--- src/rtl/picobello_pkg.sv ---
// Shared types and defaults for the per-tile power sequencer.
package picobello_pkg;

    localparam int unsigned TileRstHoldCycles   = 8;
    localparam int unsigned TileClkSettleCycles = 4;
    localparam int unsigned TileDrainTimeout    = 1024;

    typedef enum logic [2:0] {
        TILE_OFF,
        TILE_RST_CLK,
        TILE_RELEASE,
        TILE_ON,
        TILE_DRAIN,
        TILE_RST_ASSERT
    } tile_pwr_state_e;

    // Static per-state drive of the tile and chimney.
    typedef struct packed {
        logic clk_en;
        logic rst_n;
        logic isolate;
        logic ready;
        logic tile_on;
    } tile_pwr_out_t;

    localparam tile_pwr_out_t TilePwrOutOff = '{
        clk_en: 1'b0, rst_n: 1'b0, isolate: 1'b1, ready: 1'b1, tile_on: 1'b0
    };

    function automatic int unsigned max3(input int unsigned a, input int unsigned b,
                                         input int unsigned c);
        int unsigned m;
        m = (a > b) ? a : b;
        return (m > c) ? m : c;
    endfunction

    function automatic tile_pwr_out_t tile_pwr_outputs(input tile_pwr_state_e s);
        tile_pwr_out_t o;
        o = TilePwrOutOff;
        case (s)
            TILE_RST_CLK: begin
                o.clk_en = 1'b1;
                o.ready  = 1'b0;
            end
            TILE_RELEASE, TILE_DRAIN: begin
                o.clk_en = 1'b1;
                o.rst_n  = 1'b1;
                o.ready  = 1'b0;
            end
            TILE_ON: begin
                o.clk_en  = 1'b1;
                o.rst_n   = 1'b1;
                o.isolate = 1'b0;
                o.tile_on = 1'b1;
            end
            TILE_RST_ASSERT: begin
                o.clk_en = 1'b1;
                o.ready  = 1'b0;
            end
            default: o = TilePwrOutOff;
        endcase
        return o;
    endfunction

endpackage

--- src/rtl/tile_pwr_ctrl_if.sv ---
// Command handshake plus tile/chimney control lines of one tile power sequencer.
interface tile_pwr_ctrl_if;
    logic cmd_valid_i;
    logic cmd_ready_o;
    logic cmd_on_i;
    logic tile_idle_i;
    logic isolate_o;
    logic tile_clk_en_o;
    logic tile_rst_no;
    logic on_o;
    logic done_o;
    logic err_o;

    modport master (
        output cmd_valid_i, cmd_on_i, tile_idle_i,
        input  cmd_ready_o, isolate_o, tile_clk_en_o, tile_rst_no, on_o, done_o, err_o
    );

    modport slave (
        input  cmd_valid_i, cmd_on_i, tile_idle_i,
        output cmd_ready_o, isolate_o, tile_clk_en_o, tile_rst_no, on_o, done_o, err_o
    );
endinterface

--- src/rtl/tile_pwr_ctrl.sv ---
// Per-tile clock-enable / reset sequencer with NoC drain and chimney isolation.
// Lives on the free-running clk_i, outside the tile's gated domain.
module tile_pwr_ctrl
    import picobello_pkg::*;
#(
    parameter int unsigned RstHoldCycles   = TileRstHoldCycles,
    parameter int unsigned ClkSettleCycles = TileClkSettleCycles,
    parameter int unsigned DrainTimeout    = TileDrainTimeout
) (
    input  logic           clk_i,
    input  logic           rst_ni,
    tile_pwr_ctrl_if.slave bus
);

    localparam int unsigned MaxCycles = max3(RstHoldCycles, ClkSettleCycles, DrainTimeout);
    localparam int unsigned CntW      = $clog2(MaxCycles + 1);

    tile_pwr_state_e state_q, state_d;
    logic [CntW-1:0] cnt_q, cnt_d;
    tile_pwr_out_t   out_q, out_d;
    logic            err_q, err_d;
    logic            done_q, done_d;
    logic            accept;

    assign accept = bus.cmd_valid_i & out_q.ready;

    // State, shared counter and all output flops.
    always_ff @(posedge clk_i or negedge rst_ni) begin
        if (!rst_ni) begin
            state_q <= TILE_OFF;
            cnt_q   <= '0;
            out_q   <= TilePwrOutOff;
            err_q   <= 1'b0;
            done_q  <= 1'b0;
        end else begin
            state_q <= state_d;
            cnt_q   <= cnt_d;
            out_q   <= out_d;
            err_q   <= err_d;
            done_q  <= done_d;
        end
    end

    // Next state; outputs are pre-decoded from the next state so they leave flops.
    always_comb begin
        state_d = state_q;
        cnt_d   = cnt_q;
        err_d   = err_q;
        done_d  = 1'b0;

        if (accept) begin
            err_d = 1'b0;
        end

        unique case (state_q)
            TILE_OFF: begin
                if (accept && bus.cmd_on_i) begin
                    state_d = TILE_RST_CLK;
                    cnt_d   = CntW'(RstHoldCycles - 1);
                end
            end
            TILE_RST_CLK: begin
                if (cnt_q == '0) begin
                    state_d = TILE_RELEASE;
                    cnt_d   = CntW'(ClkSettleCycles - 1);
                end else begin
                    cnt_d = cnt_q - CntW'(1);
                end
            end
            TILE_RELEASE: begin
                if (cnt_q == '0) begin
                    state_d = TILE_ON;
                    done_d  = 1'b1;
                end else begin
                    cnt_d = cnt_q - CntW'(1);
                end
            end
            TILE_ON: begin
                if (accept && !bus.cmd_on_i) begin
                    state_d = TILE_DRAIN;
                    cnt_d   = '0;
                end
            end
            TILE_DRAIN: begin
                // Idle beats a coincident timeout, so it is checked first.
                if (bus.tile_idle_i) begin
                    state_d = TILE_RST_ASSERT;
                    cnt_d   = CntW'(RstHoldCycles - 1);
                end else if ((DrainTimeout != 0) && (cnt_q == CntW'(DrainTimeout - 1))) begin
                    state_d = TILE_RST_ASSERT;
                    cnt_d   = CntW'(RstHoldCycles - 1);
                    err_d   = 1'b1;
                end else begin
                    cnt_d = cnt_q + CntW'(1);
                end
            end
            TILE_RST_ASSERT: begin
                if (cnt_q == '0) begin
                    state_d = TILE_OFF;
                    done_d  = 1'b1;
                end else begin
                    cnt_d = cnt_q - CntW'(1);
                end
            end
            default: begin
                state_d = TILE_OFF;
                cnt_d   = '0;
            end
        endcase

        out_d = tile_pwr_outputs(state_d);
    end

    assign bus.cmd_ready_o   = out_q.ready;
    assign bus.isolate_o     = out_q.isolate;
    assign bus.tile_clk_en_o = out_q.clk_en;
    assign bus.tile_rst_no   = out_q.rst_n;
    assign bus.on_o          = out_q.tile_on;
    assign bus.done_o        = done_q;
    assign bus.err_o         = err_q;

endmodule

--- src/flat_wrapper.sv ---
// flat-port wrapper written by rule: the top's interface ports become plain ports
module tile_pwr_ctrl_flat import picobello_pkg::*;
#(
    parameter int unsigned RstHoldCycles   = TileRstHoldCycles,
    parameter int unsigned ClkSettleCycles = TileClkSettleCycles,
    parameter int unsigned DrainTimeout    = TileDrainTimeout
)
  (clk_i, rst_ni, bus_cmd_valid_i, bus_cmd_on_i, bus_tile_idle_i, bus_cmd_ready_o, bus_isolate_o, bus_tile_clk_en_o, bus_tile_rst_no, bus_on_o, bus_done_o, bus_err_o);
  tile_pwr_ctrl_if bus_i ();
  input  logic clk_i;
  input  logic rst_ni;
  input wire logic [$bits(bus_i.cmd_valid_i)-1:0] bus_cmd_valid_i;
  input wire logic [$bits(bus_i.cmd_on_i)-1:0] bus_cmd_on_i;
  input wire logic [$bits(bus_i.tile_idle_i)-1:0] bus_tile_idle_i;
  output wire logic [$bits(bus_i.cmd_ready_o)-1:0] bus_cmd_ready_o;
  output wire logic [$bits(bus_i.isolate_o)-1:0] bus_isolate_o;
  output wire logic [$bits(bus_i.tile_clk_en_o)-1:0] bus_tile_clk_en_o;
  output wire logic [$bits(bus_i.tile_rst_no)-1:0] bus_tile_rst_no;
  output wire logic [$bits(bus_i.on_o)-1:0] bus_on_o;
  output wire logic [$bits(bus_i.done_o)-1:0] bus_done_o;
  output wire logic [$bits(bus_i.err_o)-1:0] bus_err_o;
  assign bus_i.cmd_valid_i = bus_cmd_valid_i;
  assign bus_i.cmd_on_i = bus_cmd_on_i;
  assign bus_i.tile_idle_i = bus_tile_idle_i;
  assign bus_cmd_ready_o = bus_i.cmd_ready_o;
  assign bus_isolate_o = bus_i.isolate_o;
  assign bus_tile_clk_en_o = bus_i.tile_clk_en_o;
  assign bus_tile_rst_no = bus_i.tile_rst_no;
  assign bus_on_o = bus_i.on_o;
  assign bus_done_o = bus_i.done_o;
  assign bus_err_o = bus_i.err_o;
  tile_pwr_ctrl #(.RstHoldCycles(RstHoldCycles), .ClkSettleCycles(ClkSettleCycles), .DrainTimeout(DrainTimeout)) u_core (.clk_i(clk_i), .rst_ni(rst_ni), .bus(bus_i));
endmodule
--- config.mk ---
export PLATFORM = sky130hd
export DESIGN_NAME = tile_pwr_ctrl_flat
export DESIGN_NICKNAME = d
export VERILOG_FILES = /design/src/rtl/picobello_pkg.sv /design/src/rtl/tile_pwr_ctrl_if.sv /design/src/rtl/tile_pwr_ctrl.sv /design/src/flat_wrapper.sv
export SDC_FILE = /design/constraint.sdc
export NUM_CORES = 1
export LEC_CHECK = 0
export CAP_MARGIN = 25
export CORE_MARGIN = 2
export CORE_UTILIZATION = 60
export CTS_CLUSTER_DIAMETER = 60
export DETAILED_ROUTE_END_ITERATION = 10
export DONT_BUFFER_PORTS = 1
export PLACE_DENSITY = 0.76
export SETUP_SLACK_MARGIN = 0.02
export SKIP_CTS_REPAIR_TIMING = 1
export SYNTH_ARGS = -nofsm -noshare
export SYNTH_HDL_FRONTEND = slang
export SYNTH_SLANG_ARGS = --single-unit
--- constraint.sdc ---
create_clock -name clk_i -period 4.65 [get_ports clk_i]
set_input_delay 0.93 -clock clk_i [delete_from_list [all_inputs] [get_ports clk_i]]
set_output_delay 0.93 -clock clk_i [all_outputs]
set_load 0.05 [all_outputs]
; ---- Word-level counts from Yosys, hierarchy flattened
; Index checks and enable logic that the tools add are counted.
[totals]
register_bits = 21
input_bits = 5
output_inout_bits = 7
elab_cells = 62
[op_classes]
n_addsub = 2
eq_ne = 14
n_mux = 26
n_bitwise = 1
reduce_logical = 10
[ops]
columns = operator, count
row1 = two-way mux 11 bit, 6
row2 = case mux 11 bit (5 select lines), 1
row3 = two-way mux 3 bit, 7
row4 = case mux 3 bit (6 select lines), 1
row5 = "equality test 3 x 2 -> 1 bit, second input constant", 4
row6 = "equality test 3 bit, second input constant", 4
row7 = "adder 11 x 1 -> 11 bit, second input constant", 1
row8 = "equality test 11 x 10 -> 1 bit, second input constant", 1
row9 = logical NOT 11 bit, 1
row10 = two-way mux 1 bit, 11
row11 = "subtractor 11 x 1 -> 11 bit, second input constant", 1
row12 = "equality test 3 x 1 -> 1 bit, second input constant", 2
row13 = OR reduction 5 bit, 1
row14 = "inequality test 2 x 1 -> 1 bit, second input constant", 2
row15 = OR reduction 4 bit, 1
row16 = logical NOT 3 bit, 1
row17 = AND reduction 3 bit, 1
row18 = OR reduction 3 bit, 1
row19 = logical AND 1 bit, 2
row20 = "inequality test 2 bit, second input constant", 1
row21 = OR reduction 2 bit, 1
row22 = AND 1 bit, 1
row23 = logical NOT 1 bit, 1

; ---- Longest topological paths before layout
; Gate-level depths: netlist of the first run.
[depth]
ltp_word = 7
ltp_mapped = 8
mapped_depth_nobuf = 7

; ---- Worst setup path before layout of the first run
; OpenSTA, ideal clock, no wires.
[synth_timing]
path_kind = input-to-reg
from = in bus_tile_idle_i
to = reg u_core.cnt_q[7]
setup_time_ns = 0.087
t_arrival_ns = 2.221
required_ns = 4.563
path_slack_ns = 2.342
cell_stages = 5
cell_sequence = or4b_1 clkbuf_1 a311o_1 a221o_1 o211ai_1
[synth_via]
elab_chain_len = 2
[synth_lines]
columns = item, line_no
row1 = start: declaration, flat_wrapper.sv:14  ; input wire logic [$bits(bus_i.tile_idle_i)-1:0] bus_tile_idle_i;
row2 = two-way mux 11 bit, tile_pwr_ctrl.sv:86  ; if (bus.tile_idle_i) begin
row3 = case mux 11 bit (5 select lines), tile_pwr_ctrl.sv:55  ; unique case (state_q)
row4 = end signal: assignment, tile_pwr_ctrl.sv:37  ; cnt_q <= cnt_d;
row5 = end: declaration, tile_pwr_ctrl.sv:19  ; logic [CntW-1:0] cnt_q, cnt_d;
; Every way passes these cells.
; A chain may end at the register's enable or synchronous reset.

; ---- Worst setup path in the final report of the first run
[layout_timing]
from = reg u_core.cnt_q[0]
to = reg u_core.cnt_q[3]
[layout_via]
elab_chain_len = 4
word_cells_on_any_way = 11
cone_classes = add/sub: 2 / eq/ne: 2 / mux: 5 / reduce/logical: 2
[layout_lines]
columns = item, line_no
row1 = adder 11 x 1 -> 11 bit or equality test 11 x 10 -> 1 bit (tied branches), "tile_pwr_ctrl.sv:94, tile_pwr_ctrl.sv:89"
row2 = two-way mux 11 bit, tile_pwr_ctrl.sv:89  ; end else if ((DrainTimeout != 0) && (cnt_q == CntW'(DrainTimeout - 1))) begin
row3 = two-way mux 11 bit, tile_pwr_ctrl.sv:86
row4 = case mux 11 bit (5 select lines), tile_pwr_ctrl.sv:55
; Several ways; a longest one is shown, not always the timed one. The select of a mux whose other input is x is not followed.

==> results of run 1 <==
[worst paths after layout]
| check | from | to | slack, ns | cells after the start |
|---|---|---|---|---|
| min in group clk_i | u_core.cnt_q[10]$_DFFE_PN0P_ | u_core.cnt_q[10]$_DFFE_PN0P_ | 0.60 | 1 |
| max | u_core.cnt_q[0]$_DFFE_PN0P_ | u_core.cnt_q[3]$_DFFE_PN0P_ | 1.96 | 7 |
| min reg2reg | u_core.cnt_q[10]$_DFFE_PN0P_ | u_core.cnt_q[10]$_DFFE_PN0P_ | 0.60 | 1 |
| max in group asynchronous | rst_ni | u_core.bus.cmd_ready_o$_DFF_PN1_ | 4.18 | 0 |
| min | rst_ni | u_core.cnt_q[9]$_DFFE_PN0P_ | 0.28 | 0 |
| max reg2reg | u_core.cnt_q[0]$_DFFE_PN0P_ | u_core.cnt_q[3]$_DFFE_PN0P_ | 1.96 | 7 |
[where the power goes]
group          internal (mW)  leakage (nW)  total [mW]  switching, mW
clock                 0.0335        0.0150      0.0927         0.0592
sequential             0.246         0.270       0.431          0.185
combinational          0.265         0.342       0.648          0.383
total                  0.545         0.627        1.17          0.627
[placed cells by master, fill, tap and decap left out, types with 5 or more instances in the layout]
master   count
o21ai_0      7
nor2_1      14
a21oi_1     10
o31ai_1      5
inv_1        8
nand2_1     19
nor3_1       7
nor4_1       5
nand3_1      5
dfrtp_1     19
o22ai_1      5
[worst reg2reg max path, delay by kind of cell, from the launching register on]
family / cells / cell delay (ns)
compound gates: 2 / 0.66
fa+ha+maj: 1 / 0.24
buf+inv: 1 / 0.13
flops: 1 / 0.46
simple gates: 3 / 1.09
[state kept, by name, indices dropped and copies added (netlist names)]
| name | cells |
|---|---|
| u_core.bus.cmd_ready_o | 1 |
| u_core.bus.done_o | 1 |
| u_core.bus.err_o | 1 |
| u_core.bus.isolate_o | 1 |
| u_core.bus.on_o | 1 |
| u_core.bus.tile_clk_en_o | 1 |
| u_core.bus.tile_rst_no | 1 |
| u_core.cnt_q | 11 |
| u_core.state_q | 3 |
[kinds of logic after synthesis]
kind of cell | synth area share
AO/OA/AOI/OAI | 0.2916
adder cells (fa/ha/maj) | 0.01585
buffers and inverters | 0.06180
XOR/XNOR | 0.005548
AND/OR/NAND/NOR | 0.2908
flip-flops | 0.3344
[routing by layer]
metal / wire [microns] / part of all wire / vias to the layer above / GRT usage
li1: - / - / 706 / -
met1: 1860 / 0.44 / 743 / 0.4104
met2: 2010 / 0.47 / 93 / 0.4490
met3: 314 / 0.074 / 10 / 0.04450
met4: 69 / 0.016 / 0 / 0.1045
met5: 0 / 0 / - / 0
[cell type report]
cell class / count / area [sq um] / area share
inverters: 8 / 30.03 / 0.01897
well taps: 30 / 37.54 / 0.02372
flip-flops and latches: 21 / 528.0 / 0.3336
repair buffers: 1 / 7.507 / 0.004743
multi-input cells: 145 / 953.4 / 0.6024
clock buffers: 4 / 26.28 / 0.01660
[through the flow]
step,area [sq um],worst slack (ns),utilization
2_1_floorplan,1579,2.342,-
3_3_place_gp,1556,2.160,0.6283
3_5_place_dp,1556,2.026,0.6283
4_1_cts,1583,1.993,0.6389
5_1_grt,1583,1.785,0.6389
6_report,1583,1.960,0.6389
==> results.cfg, run 1 <==
[timing]
fin_setup_tns_ns = 0
fmax_mhz = 371.8
setup_viol = 0
fin_crit_ns = 2.690
rsz0062_at_grt = no
whs_ns = 0.2819
hold_viol = 0
final.setup_skew_ns = 0.01602
tightestPinTransition_ns = 0.7842
slew_headroom = 0.4723
drv_slew = 0
fin_crit_sh = 0.5784

[cells_and_area]
fill_cells = 206
diodes = 0
layout.nets = 187
stdcell_count = 209
syn2layout_area_growth_pct = 0.2379
drive_gt1_frac = 0.08939

[global_route]
overflow = 0
grt_pass1_wl_microns = 7120
antenna_found_initial = 0
grt_usage = 0.2899
grt_pass1_vias = 1467
grt_max_degree = 23

[place]
io_buffers = 0
dp.cells = 205
place_hpwl_microns = 3063
place.gp.congestion = 0.9333

[job]
maxCapViolCount = 0

[synth]
synth_top_area_frac = 0.3011
syn_inst = 189
syn_nets = 196
synth_edf_count = 0
synthFlopType = dfrtp_1
yosys.area.top_type = dfrtp_1
netlist_area_sq_um = 1579
ys_seq_area_frac = 0.3344
yosysUniqueCellTypes = 61
ys_top_cells_by_area = dfrtp_1 30%, nand2_1 4.5%, dfstp_2 3.3%
yosys-top-cells-count = 19 x dfrtp_1, 19 x nand2_1, 14 x nor2_1
avgSynthCellArea_sq_um = 8.355
async_reset_ff_frac = 1.000
synth-seq-cells = 21
yosysWarningCount = 0

[pwr]
vdd_drop_max_mv = 0.5750
p_leak_nw = 0.6269
power_density_nw_per_um2 = 740.5
power_mw = 1.172

[cts]
clk_path_buf_depth = 2
path_clk_slew_ns = 0.13
htreeDepth = 1
worst_skew_pair.late_latency_ns = 0.32
clock_sinks = 21
numCtsBuffers = 3
cts_tree = done
clockRootBuffer = clkbuf_4

[routing]
drt-wirelength-per-cell_microns = 20.35
drtIter0Drc = 110
antenna_left = 0
remaining_drc_errors = 0
dr.pass1.iters = 4
vias = 1552
drt-vias-per-instance = 7.426
routed_wl_microns = 4254

[worst_setup_path]
slowest_delay_ns = 0.56
criticalPathCategory = reg2reg
crit_fanout = 12
crit_chain = inv_1 -> ha_1 -> nor3b_1 -> o2111a_1 -> or2_1 -> nor3_1 -> a221o_1
path_buf_inv = 1
worst-endpoint-arrival_ns = 2.91
required_ns = 4.87
cp-start-kind = flip-flop
crit_family = simple AND/OR/NAND/NOR gates
crit_path_end_kind = flip-flop
cp_slowest_cell = nor3b_1

[outcome]
status = finished clean

[floorplan]
start_util = 0.6374
die-width_microns = 55.30
die_y_microns = 55.30
design.portCount = 12
core_sq_um = 2477
design.die.area_sq_um = 3058
rows = 18

[hold_path]
min-delay-path-class = in2async
No activity file was read; power rests on OpenSTA's default activity.
==> run 2: changes to the inputs <==
--- a/config.mk
+++ b/config.mk
@@ -7,11 +7,11 @@
 export LEC_CHECK = 0
 export CAP_MARGIN = 25
 export CORE_MARGIN = 2
-export CORE_UTILIZATION = 60
+export CORE_UTILIZATION = 57
 export CTS_CLUSTER_DIAMETER = 60
 export DETAILED_ROUTE_END_ITERATION = 10
 export DONT_BUFFER_PORTS = 1
-export PLACE_DENSITY = 0.76
+export PLACE_DENSITY = 0.75
 export SETUP_SLACK_MARGIN = 0.02
 export SKIP_CTS_REPAIR_TIMING = 1
 export SYNTH_ARGS = -nofsm -noshare
==> constraint.sdc (replaced) <==
create_clock -name clk_i -period 2.4 [get_ports clk_i]
set_input_delay 0.48 -clock clk_i [delete_from_list [all_inputs] [get_ports clk_i]]
set_output_delay 0.48 -clock clk_i [all_outputs]
set_load 0.05 [all_outputs]
==> run 2 against run 1 <==
Core utilization rose by 0.90 points. Power rose by 110%. Register-to-register slack got worse by 1.8 ns. Hold slack improved by 0.070 ns. Flip-flop and latch count did not move. Design area rose by 10%. Critical path depth rose by 2. Combinational power rose by 140%. Sequential share of layout area fell by 3.0 points. Global-route usage fell by 0.44 points. Clock skew fell by 0.011 ns. Largest power group unchanged.
==> results.cfg, run 2 (same netlist as run 1, synthesis figures left out) <==
[outcome]
status = finished clean

[cells_and_area]
diodes = 0
drive_gt1_frac = 0.1735
layout.nets = 204
syn2layout_area_growth_pct = 10.22
reg_top3 = u_core.cnt_q: 11 flops, u_core.state_q: 3 flops
final_cell_mix = 19 x nand2_1, 19 x dfrtp_1, 16 x buf_4
fin_util = 0.6479
largest_register = u_core.cnt_q
largest_reg_flops = 11

[pwr]
power_density_nw_per_um2 = 1422
power_mw = 2.476
vdd_drop_max_mv = 1.070
p_leak_nw = 0.7166

[global_route]
grt_pass1_vias = 1505
grt_pass1_wl_microns = 7148
grt_usage = 0.2856
overflow = 0
antenna_found_initial = 0
grt_max_degree = 22

[hold_path]
hp-start = bus_cmd_valid_i
min-delay-path-class = in2reg
holdPathStages = 3
hold_end = u_core.bus.err_o$_DFF_PN0_

[job]
maxCapViolCount = 0

[routing]
wl_met1_microns = 1802
wl_met3_microns = 302
remaining_drc_errors = 0
dr.pass1.iters = 5
routed_wl_microns = 4310
vias = 1594
antenna_left = 0
drtIter0Drc = 95
dr.max_layer_used = met4
drt-vias-per-instance = 7.022
dr_wl_met2_microns = 2125
drt-wirelength-per-cell_microns = 18.99

[cts]
worst_skew_pair.late_latency_ns = 0.34
clock_sinks = 21
clk_path_buf_depth = 2
path_clk_slew_ns = 0.14
htreeDepth = 1
cts_tree = done
numCtsBuffers = 3
clockRootBuffer = clkbuf_4

[worst_setup_path]
reg2reg_from = u_core.cnt_q[1]$_DFFE_PN0P_
criticalPathCategory = reg2reg
cp-start-kind = flip-flop
cp_slowest_cell = dfrtp_1
crit-reg2reg-capture = u_core.cnt_q[4]$_DFFE_PN0P_
crit_chain = inv_1 -> ha_1 -> buf_4 -> nor3b_1 -> o2111a_1 -> or2_1 -> buf_4 -> a221oi_1 -> o22ai_1
crit_path_end_kind = flip-flop
path_buf_inv = 3
r2r_slack_ns = 0.18
rr_worst_depth = 9
crit_family = compound AO/OA/AOI/OAI gates
crit_top_cell = buf_4
crit_fanout = 7
required_ns = 2.63
slowest_delay_ns = 0.43
worst-endpoint-arrival_ns = 2.45

[place]
io_buffers = 0
pre_cts_ws_ns = 0.1507
place.gp.congestion = 0.9227
place_hpwl_microns = 3195

[floorplan]
die_y_microns = 56.63
design.portCount = 12
design.die.area_sq_um = 3207
start_util = 0.5878
die-width_microns = 56.63
core_sq_um = 2686
rows = 19

[timing]
fin_crit_sh = 0.9256
final.setup_skew_ns = 0.004820
fin_setup_tns_ns = 0
tightestPinTransition_ns = 0.5061
fmax_mhz = 450.2
drv_slew = 0
fin_crit_ns = 2.221
setup_slack_ns = 0.1785
hold_viol = 0
rsz0062_at_grt = no
slew_headroom = 0.6600
setup_viol = 0
-- run 2: cell types whose count changed in the layout (fill, tap and decap cells not counted), sizes merged --
cell         before  now
clkbuf            4    3
buf               1   17
dlygate4sd3       0    1
clkinvlp          0    1
-- run 2: worst max path at each step --
stage	to	cells past startpoint	slack, ns	from
3_3_place_gp	u_core.cnt_q[3]$_DFFE_PN0P_	8	0.21	u_core.cnt_q[1]$_DFFE_PN0P_
2_1_floorplan	u_core.cnt_q[3]$_DFFE_PN0P_	7	0.10	u_core.cnt_q[0]$_DFFE_PN0P_
5_1_grt	u_core.cnt_q[3]$_DFFE_PN0P_	8	0.02	u_core.cnt_q[1]$_DFFE_PN0P_
6_report	u_core.cnt_q[4]$_DFFE_PN0P_	9	0.18	u_core.cnt_q[1]$_DFFE_PN0P_
4_1_cts	u_core.cnt_q[3]$_DFFE_PN0P_	8	0.13	u_core.cnt_q[1]$_DFFE_PN0P_
3_5_place_dp	u_core.cnt_q[3]$_DFFE_PN0P_	8	0.15	u_core.cnt_q[1]$_DFFE_PN0P_
-- run 2: layout make-up --
type / count / area (sq um)
clock buffer: 3 / 22.52
clock inverter: 1 / 7.507
fill: 226 / 945.9
inverter: 8 / 30.03
multi-input combinational: 145 / 963.4
sequential: 21 / 528.0
tap: 31 / 38.79
timing repair buffer: 18 / 150.1
-- run 2: power breakdown --
part	switching (mW)	internal [mW]
Combinational	0.893	0.658
Sequential	0.251	0.477
Clock	0.132	0.0641
-- run 2: routing by layer --
metal | GRT usage | up-vias
met5 | 0 | -
met4 | 0.1088 | 0
met3 | 0.03687 | 11
met2 | 0.4850 | 87
met1 | 0.3676 | 754
li1 | - | 742
-- run 2: metrics by stage --
stage	area (sq um)	instances	hold WS, ns
after floorplan	1579	189	0.1844
after global placement	1670	221	0.1849
after detailed placement	1670	221	0.1848
after CTS	1700	225	-0.1820
after global routing	1740	227	0.4014
final	1740	227	0.3516
-- run 2: worst min-delay path, stage by stage --
cell     delay (ns)
nand2_1        0.07
nand2_1        0.06
o31ai_1        0.06
==> RTL edit, RTL diff (settings of run 2) <==
`TileDrainTimeout`: 1024 -> 512.
--- a/src/rtl/picobello_pkg.sv
+++ b/src/rtl/picobello_pkg.sv
@@ -3,7 +3,7 @@
 
     localparam int unsigned TileRstHoldCycles   = 8;
     localparam int unsigned TileClkSettleCycles = 4;
-    localparam int unsigned TileDrainTimeout    = 1024;
+    localparam int unsigned TileDrainTimeout    = 512;
 
     typedef enum logic [2:0] {
         TILE_OFF,
Behaviour: same outputs for any inputs over 10 cycles, from zero or initial values and one cycle with rst_ni low; that may be too few to reach the edited logic, so the function may still have changed.
==> RTL edit against run 2 <==
  * Final area is 2.7% lower
  * Critical path depth is 2 lower
  * First-iteration DRC count is 3.2% lower
  * Power is 7.7% higher
  * Sequential cell count is 1 lower
  * Routed wire length is 6.4% lower
  * Area after synthesis is 3.2% lower
  * Highest routed layer unchanged
  * Setup slack worse by 0.13 ns
==> RTL edit: results <==
[logic_synthesis]
yosys.area_share.adder_pct = 1.638
synth_nets = 188
yosys-top-cells-count = "dfrtp_1 (18), nand2_1 (14), o21ai_0 (14), nor2_1 (13)"
synth_compound_area_share_pct = 30.06
ys_types = 54
avgSynthCellArea_um2 = 8.440
synthTopCellsByArea = "dfrtp_1 (29%), o21ai_0 (4.6%), dfstp_2 (3.4%)"

[pwr]
p_leak_nw = 0.7078
peakVddDrop_mv = 0.9139

[sta]
relSlewSlack_pct = 37.35
layout_worst_path_cycle_share_pct = 97.94
clock_skew_ns = 0.003257
holdWs_ns = 0.4216

[placement]
dp_slack_ns = 0.04829
place_area_um2 = 1630
place_congestion = 0.8774

[grt]
gr-usage-all-layers_pct = 26.16
grt_pass1_vias = 1410
grt_pass1_wl_um = 6589
gr-usage-met3_pct = 4.419

[worst_setup_path]
cp-startpoint = "u_core.cnt_q[0]$_DFFE_PN0P_"
cpLargestDelayFamily = "simple AND/OR/NAND/NOR gates"
slowest_stage = "or4b_4"

[drt]
wirelength_um = 4036
via_count = 1507
dr_wl_met3_um = 279
wl_per_cell_um = 18.10
wl_met1_um = 1741
first_iter_violations = 92
first_pass_iters = 4

[layout]
synthToLayoutAreaGrowth_pct = 10.89
fill_cells = 221
drive_above_1_share_pct = 20.73
nets = 202

[hold_path]
hold_depth = 2

[status]
run_status = "finished, final reports clean"

[cts]
clock_latency_ns = 0.31
## RTL edit: cell count changes after synthesis, moves of 3 or more
cell,delta
o21ai_0,+7
clkbuf_1,-5
nand2_1,-5
a211o_1,+3
and3b_1,-3
buf_6,+3
nand4_1,+3
o221ai_1,-3
or2_2,-3
## RTL edit: report_power, final
group / leakage, nW / switching, W / internal [W]
logic: 0.439 / 0.000997 / 0.000786
clock network: 0.0138 / 0.000109 / 0.0000588
registers: 0.255 / 0.000230 / 0.000485
total: 0.708 / 0.00134 / 0.00133
## RTL edit: layout make-up
cell class | instances | share of cell area [%]
Sequential cell | 20 | 29.69
Tap cell | 30 | 2.216
Clock buffer | 3 | 1.329
Timing Repair Buffer | 23 | 10.34
Multi-Input combinational cell | 138 | 54.43
Inverter | 9 | 1.994
